[src/rtl/queue_serializer_pkg.sv]
// Shared constants for the queue serializer: FSM state encoding and the
// width of the completed-word counter.
package queue_serializer_pkg;

  typedef enum logic {
    IDLE = 1'b0,
    SEND = 1'b1
  } state_t;

  localparam int WORD_COUNT_WIDTH = 16;

endpackage

[src/rtl/queue_serializer.sv]
// Pops one WIDTH-bit word from an upstream queue and emits it as
// WIDTH/OUT_WIDTH chunks over a valid/ready stream, counting finished words.
module queue_serializer
  import queue_serializer_pkg::*;
#(
  parameter int WIDTH     = 32,
  parameter int OUT_WIDTH = 8,
  parameter bit MSB_FIRST = 1'b0
) (
  input  logic                        Clock,
  input  logic                        Reset,
  input  logic [WIDTH-1:0]            Data_In,
  input  logic                        InputValid,
  output logic                        ConsumerBusy,
  output logic [OUT_WIDTH-1:0]        Data_Out,
  output logic                        OutputValid,
  input  logic                        DownstreamReady,
  output logic                        LastChunk,
  output logic [WORD_COUNT_WIDTH-1:0] WordCount
);

  localparam int N     = WIDTH / OUT_WIDTH;
  localparam int IDX_W = $clog2(N);
  localparam logic [IDX_W-1:0] LAST_IDX = IDX_W'(N - 1);

  state_t                      state_q, state_d;
  logic [WIDTH-1:0]            word_q;
  logic [IDX_W-1:0]            idx_q;
  logic [IDX_W-1:0]            sel;
  logic [WORD_COUNT_WIDTH-1:0] count_q;
  logic                        pop;
  logic                        xfer;
  logic                        at_last;

  always_ff @(posedge Clock or negedge Reset) begin
    if (!Reset) begin
      state_q <= IDLE;
    end else begin
      state_q <= state_d;
    end
  end

  // Handshake outputs come from the state register only, never from inputs.
  always_comb begin
    state_d      = state_q;
    ConsumerBusy = 1'b0;
    OutputValid  = 1'b0;
    LastChunk    = 1'b0;
    pop          = 1'b0;
    xfer         = 1'b0;
    at_last      = (idx_q == LAST_IDX);
    case (state_q)
      IDLE: begin
        if (InputValid) begin
          pop     = 1'b1;
          state_d = SEND;
        end
      end
      SEND: begin
        ConsumerBusy = 1'b1;
        OutputValid  = 1'b1;
        LastChunk    = at_last;
        if (DownstreamReady) begin
          xfer = 1'b1;
          if (at_last) begin
            state_d = IDLE;
          end
        end
      end
      default: state_d = IDLE;
    endcase
  end

  always_ff @(posedge Clock or negedge Reset) begin
    if (!Reset) begin
      word_q  <= '0;
      idx_q   <= '0;
      count_q <= '0;
    end else begin
      if (pop) begin
        word_q <= Data_In;
        idx_q  <= '0;
      end else if (xfer) begin
        if (at_last) begin
          count_q <= count_q + 1'b1;
        end else begin
          idx_q <= idx_q + 1'b1;
        end
      end
    end
  end

  // Chunk order is reversed by remapping the index rather than the word.
  always_comb begin
    sel      = MSB_FIRST ? (LAST_IDX - idx_q) : idx_q;
    Data_Out = word_q[sel*OUT_WIDTH +: OUT_WIDTH];
  end

  assign WordCount = count_q;

endmodule

[config.mk]
export PLATFORM = sky130hd
export DESIGN_NAME = queue_serializer
export DESIGN_NICKNAME = d
export VERILOG_FILES = /design/src/rtl/queue_serializer_pkg.sv /design/src/rtl/queue_serializer.sv
export SDC_FILE = /design/constraint.sdc
export NUM_CORES = 1
export LEC_CHECK = 0
export CORE_ASPECT_RATIO = 0.9
export CORE_MARGIN = 4
export CORE_UTILIZATION = 43
export DETAILED_ROUTE_END_ITERATION = 16
export PLACE_DENSITY = 0.76
export SLEW_MARGIN = 30
export SYNTH_ARGS = -nofsm -noshare
export SYNTH_HDL_FRONTEND = slang
export SYNTH_SLANG_ARGS = --single-unit
[constraint.sdc]
create_clock -name Clock -period 1.5 [get_ports Clock]
set_clock_uncertainty 0.05 [all_clocks]
set_input_delay 0.3 -clock Clock [delete_from_list [all_inputs] [get_ports Clock]]
set_output_delay 0.3 -clock Clock [all_outputs]
set_load 0.02 [all_outputs]
==> out/metrics.yaml, run 1 <==
die_x_microns: 84.7
syn-instance-count: 156
synth_edf_count: 0
rsz0062_at_grt: "yes"
hp-class: "flip-flop to flip-flop"
dp_hpwl_microns: 3340
finalCriticalPeriod_ns: 1.88
synth_cell_types: 29
cpMaxStageDelayCell: "mux4_2"
cp.required_ns: 1.15
worstHoldPathCells: 1
wl_per_cell_microns: 17.9
finalCritPeriodShare: 1.25
ioPinCount: 63
status: "finished with violations"
fp-row-count: 24
dieHeight_microns: 77
cts_buffer_depth: 2
final_antenna_net_count: 0
reg2reg_slack_ns: -0.29
grt_antenna_before_repair: 0
slowest_delay_ns: 0.52
synth_nets: 194
ys_warn_count: 0
coreArea_sq_um: 4980
rr_startpoint: "idx_q[0]"
power_density_nw_per_um2: 1760
max_clock_freq_ghz: 0.531
cts_sinks: 51
final_layout_size_suffix_gt1_frac: 0.428
clkSlewWorstSetupHoldPaths_ns: 0.09
grt_max_degree: 52
drt_drc_violations_left: 0
leakagePower_nw: 1.62
synth-main-ff-cell: "dfrtp_1"
crit_type: "flip-flop to output port"
grt.total_usage: 0.154
fin_nets: 280
io_buffers: 62
cp_cell_sequence: "buf_12, mux4_2, buf_6"
post-place-ws_ns: -0.440
h-tree-depth: 2
die-area_sq_um: 6520
fillCellCount: 365
synth_seq_cells: 51
first_iter_violations: 67
critPathMaxFanout: 8
avgSynthCellArea_sq_um: 14.6
regToRegEndpoint: "WordCount[15]"
first_pass_iters: 4
cts_root_buf: "clkbuf_8"
crit_path_end_kind: "output port"
syn2layout_area_growth_pct: 54.8
async_flop_share: 1.00
slew_violations: 0
tightestPinTransition_ns: 0.443
layout_setup_ws_ns: -0.382
syn-cell-area_sq_um: 2270
vias_per_cell: 5.09
min_from: "WordCount[15]"
diodes: 0
worstRegToRegCells: 8
cts_tree: "built"
wl_microns: 5530
hold_ws_ns: 0.439
vdd_ir_drop_max_mv: 1.12
ys_seq_area_frac: 0.561
power_mw: 6.21
drv_cap: 0
hold_violations: 0
violations: "negative setup slack"
grt-ovfl-total: 0
vias: 1568
numCtsBuffers: 5
layout_common_cells: "dfrtp_1 (48), clkdlybuf4s50_1 (34), mux2_4 (32), dlygate4sd2_1 (15), buf_4 (14)"
start_kind: "flip-flop"
worstPathArrival_ns: 1.53
start_util: 0.456
place_congestion: 0.756
holdPathEnd: "WordCount[15]"
report.final.setup_viol: 52
grt_pass1_vias: 1540
clk_latency_ns: 0.31
grt_pass1_wl_microns: 7900
final.setup.tns_ns: -6.59
relSlewSlack: 0.703
final_common_cell: "dfrtp_1"
## flip-flops by register name, summed over array words and instances (netlist names)
register	flops
state_q	1
word_q	32
WordCount	16
idx_q	2
## Yosys cell counts, types with 3 or more instances
library cell,number,area share
buf_2,4,0.0088
nand4_1,5,0.014
nand2_1,9,0.015
nor2_1,4,0.0066
xnor2_1,10,0.039
xor2_1,5,0.019
dfrtp_1,51,0.56
nor3_1,3,0.0066
mux4_2,8,0.079
and3_1,4,0.011
mux2_2,32,0.16
## critical path: cells and delay by family, from the launching register on
kind / cells / cell delay (ns)
flip-flops: 1 / 0.40
buffers and inverters: 2 / 0.31
multiplexers: 1 / 0.52
## worst max-delay path by stage
stage / from / to / slack [ns]
final: idx_q[0] / Data_Out[7] / -0.38
after global routing: idx_q[0] / Data_Out[4] / -0.43
after CTS: idx_q[0] / Data_Out[4] / -0.39
after detailed placement: idx_q[0] / Data_Out[4] / -0.44
after global placement: idx_q[0] / Data_Out[4] / -0.41
after floorplan: state_q / word_q[10] / -0.006
## layer usage
layer / wire length (microns) / part of all wire / up-vias / track usage
met5: 0 / 0 / - / 0
met4: 29 / 0.0052 / 0 / 0.0332
met3: 308 / 0.056 / 3 / 0.0525
met2: 2510 / 0.45 / 49 / 0.212
met1: 2680 / 0.49 / 788 / 0.234
li1: - / - / 728 / -
## final cells by class
cell class                      count  area (sq um)  share of cell area
Clock buffer                        6          82.6              0.0235
Clock inverter                      2          16.3             0.00462
Inverter                            1          3.75             0.00107
Multi-Input combinational cell     96          1160               0.329
Sequential cell                    51          1280               0.364
Tap cell                           65          81.3              0.0231
Timing Repair Buffer               87           897               0.255
## where the power goes
group	total, mW	switching [mW]	internal, mW
logic	3.09	1.15	1.94
registers	2.28	0.377	1.90
clock network	0.838	0.461	0.377
total	6.21	1.99	4.22
## cell families after synthesis
family                   after synthesis  synth area share
adder cells (fa/ha/maj)                2            0.0110
buffers and inverters                  9            0.0220
multiplexers                          42             0.247
flip-flops                            51             0.561
XOR/XNOR                              15            0.0578
AND/OR/NAND/NOR                       35            0.0946
AO/OA/AOI/OAI                          2           0.00660
## stage by stage
| step | cell area [sq um] | util | cells |
|---|---|---|---|
| after floorplan | 2290 | - | 156 |
| final | 3520 | 0.706 | 308 |
| after global routing | 3520 | 0.706 | 308 |
| after CTS | 3240 | 0.651 | 301 |
| after global placement | 3110 | 0.624 | 292 |
| after detailed placement | 3110 | 0.624 | 292 |
## timing repair
item / 4_1_cts / 5_1_grt
setup endpoints to repair: 43 / 60
gates resized for setup: 81 / 51
pin swaps: 1 / 12
endpoints found under the hold margin: 51 / 0
setup buffers: 1 / 4
gates cloned: 0 / 3
hold buffers: 1 / 0
(Power assumes the default switching activity.)
==> run 2, diff against run 1 <==
--- a/config.mk
+++ b/config.mk
@@ -5,6 +5,7 @@
 export SDC_FILE = /design/constraint.sdc
 export NUM_CORES = 1
 export LEC_CHECK = 0
+export CAP_MARGIN = 20
 export CORE_ASPECT_RATIO = 0.9
 export CORE_MARGIN = 4
 export CORE_UTILIZATION = 43
==> results of run 2 <==
Final layout, timing and power as in run 1 (identical DEF).
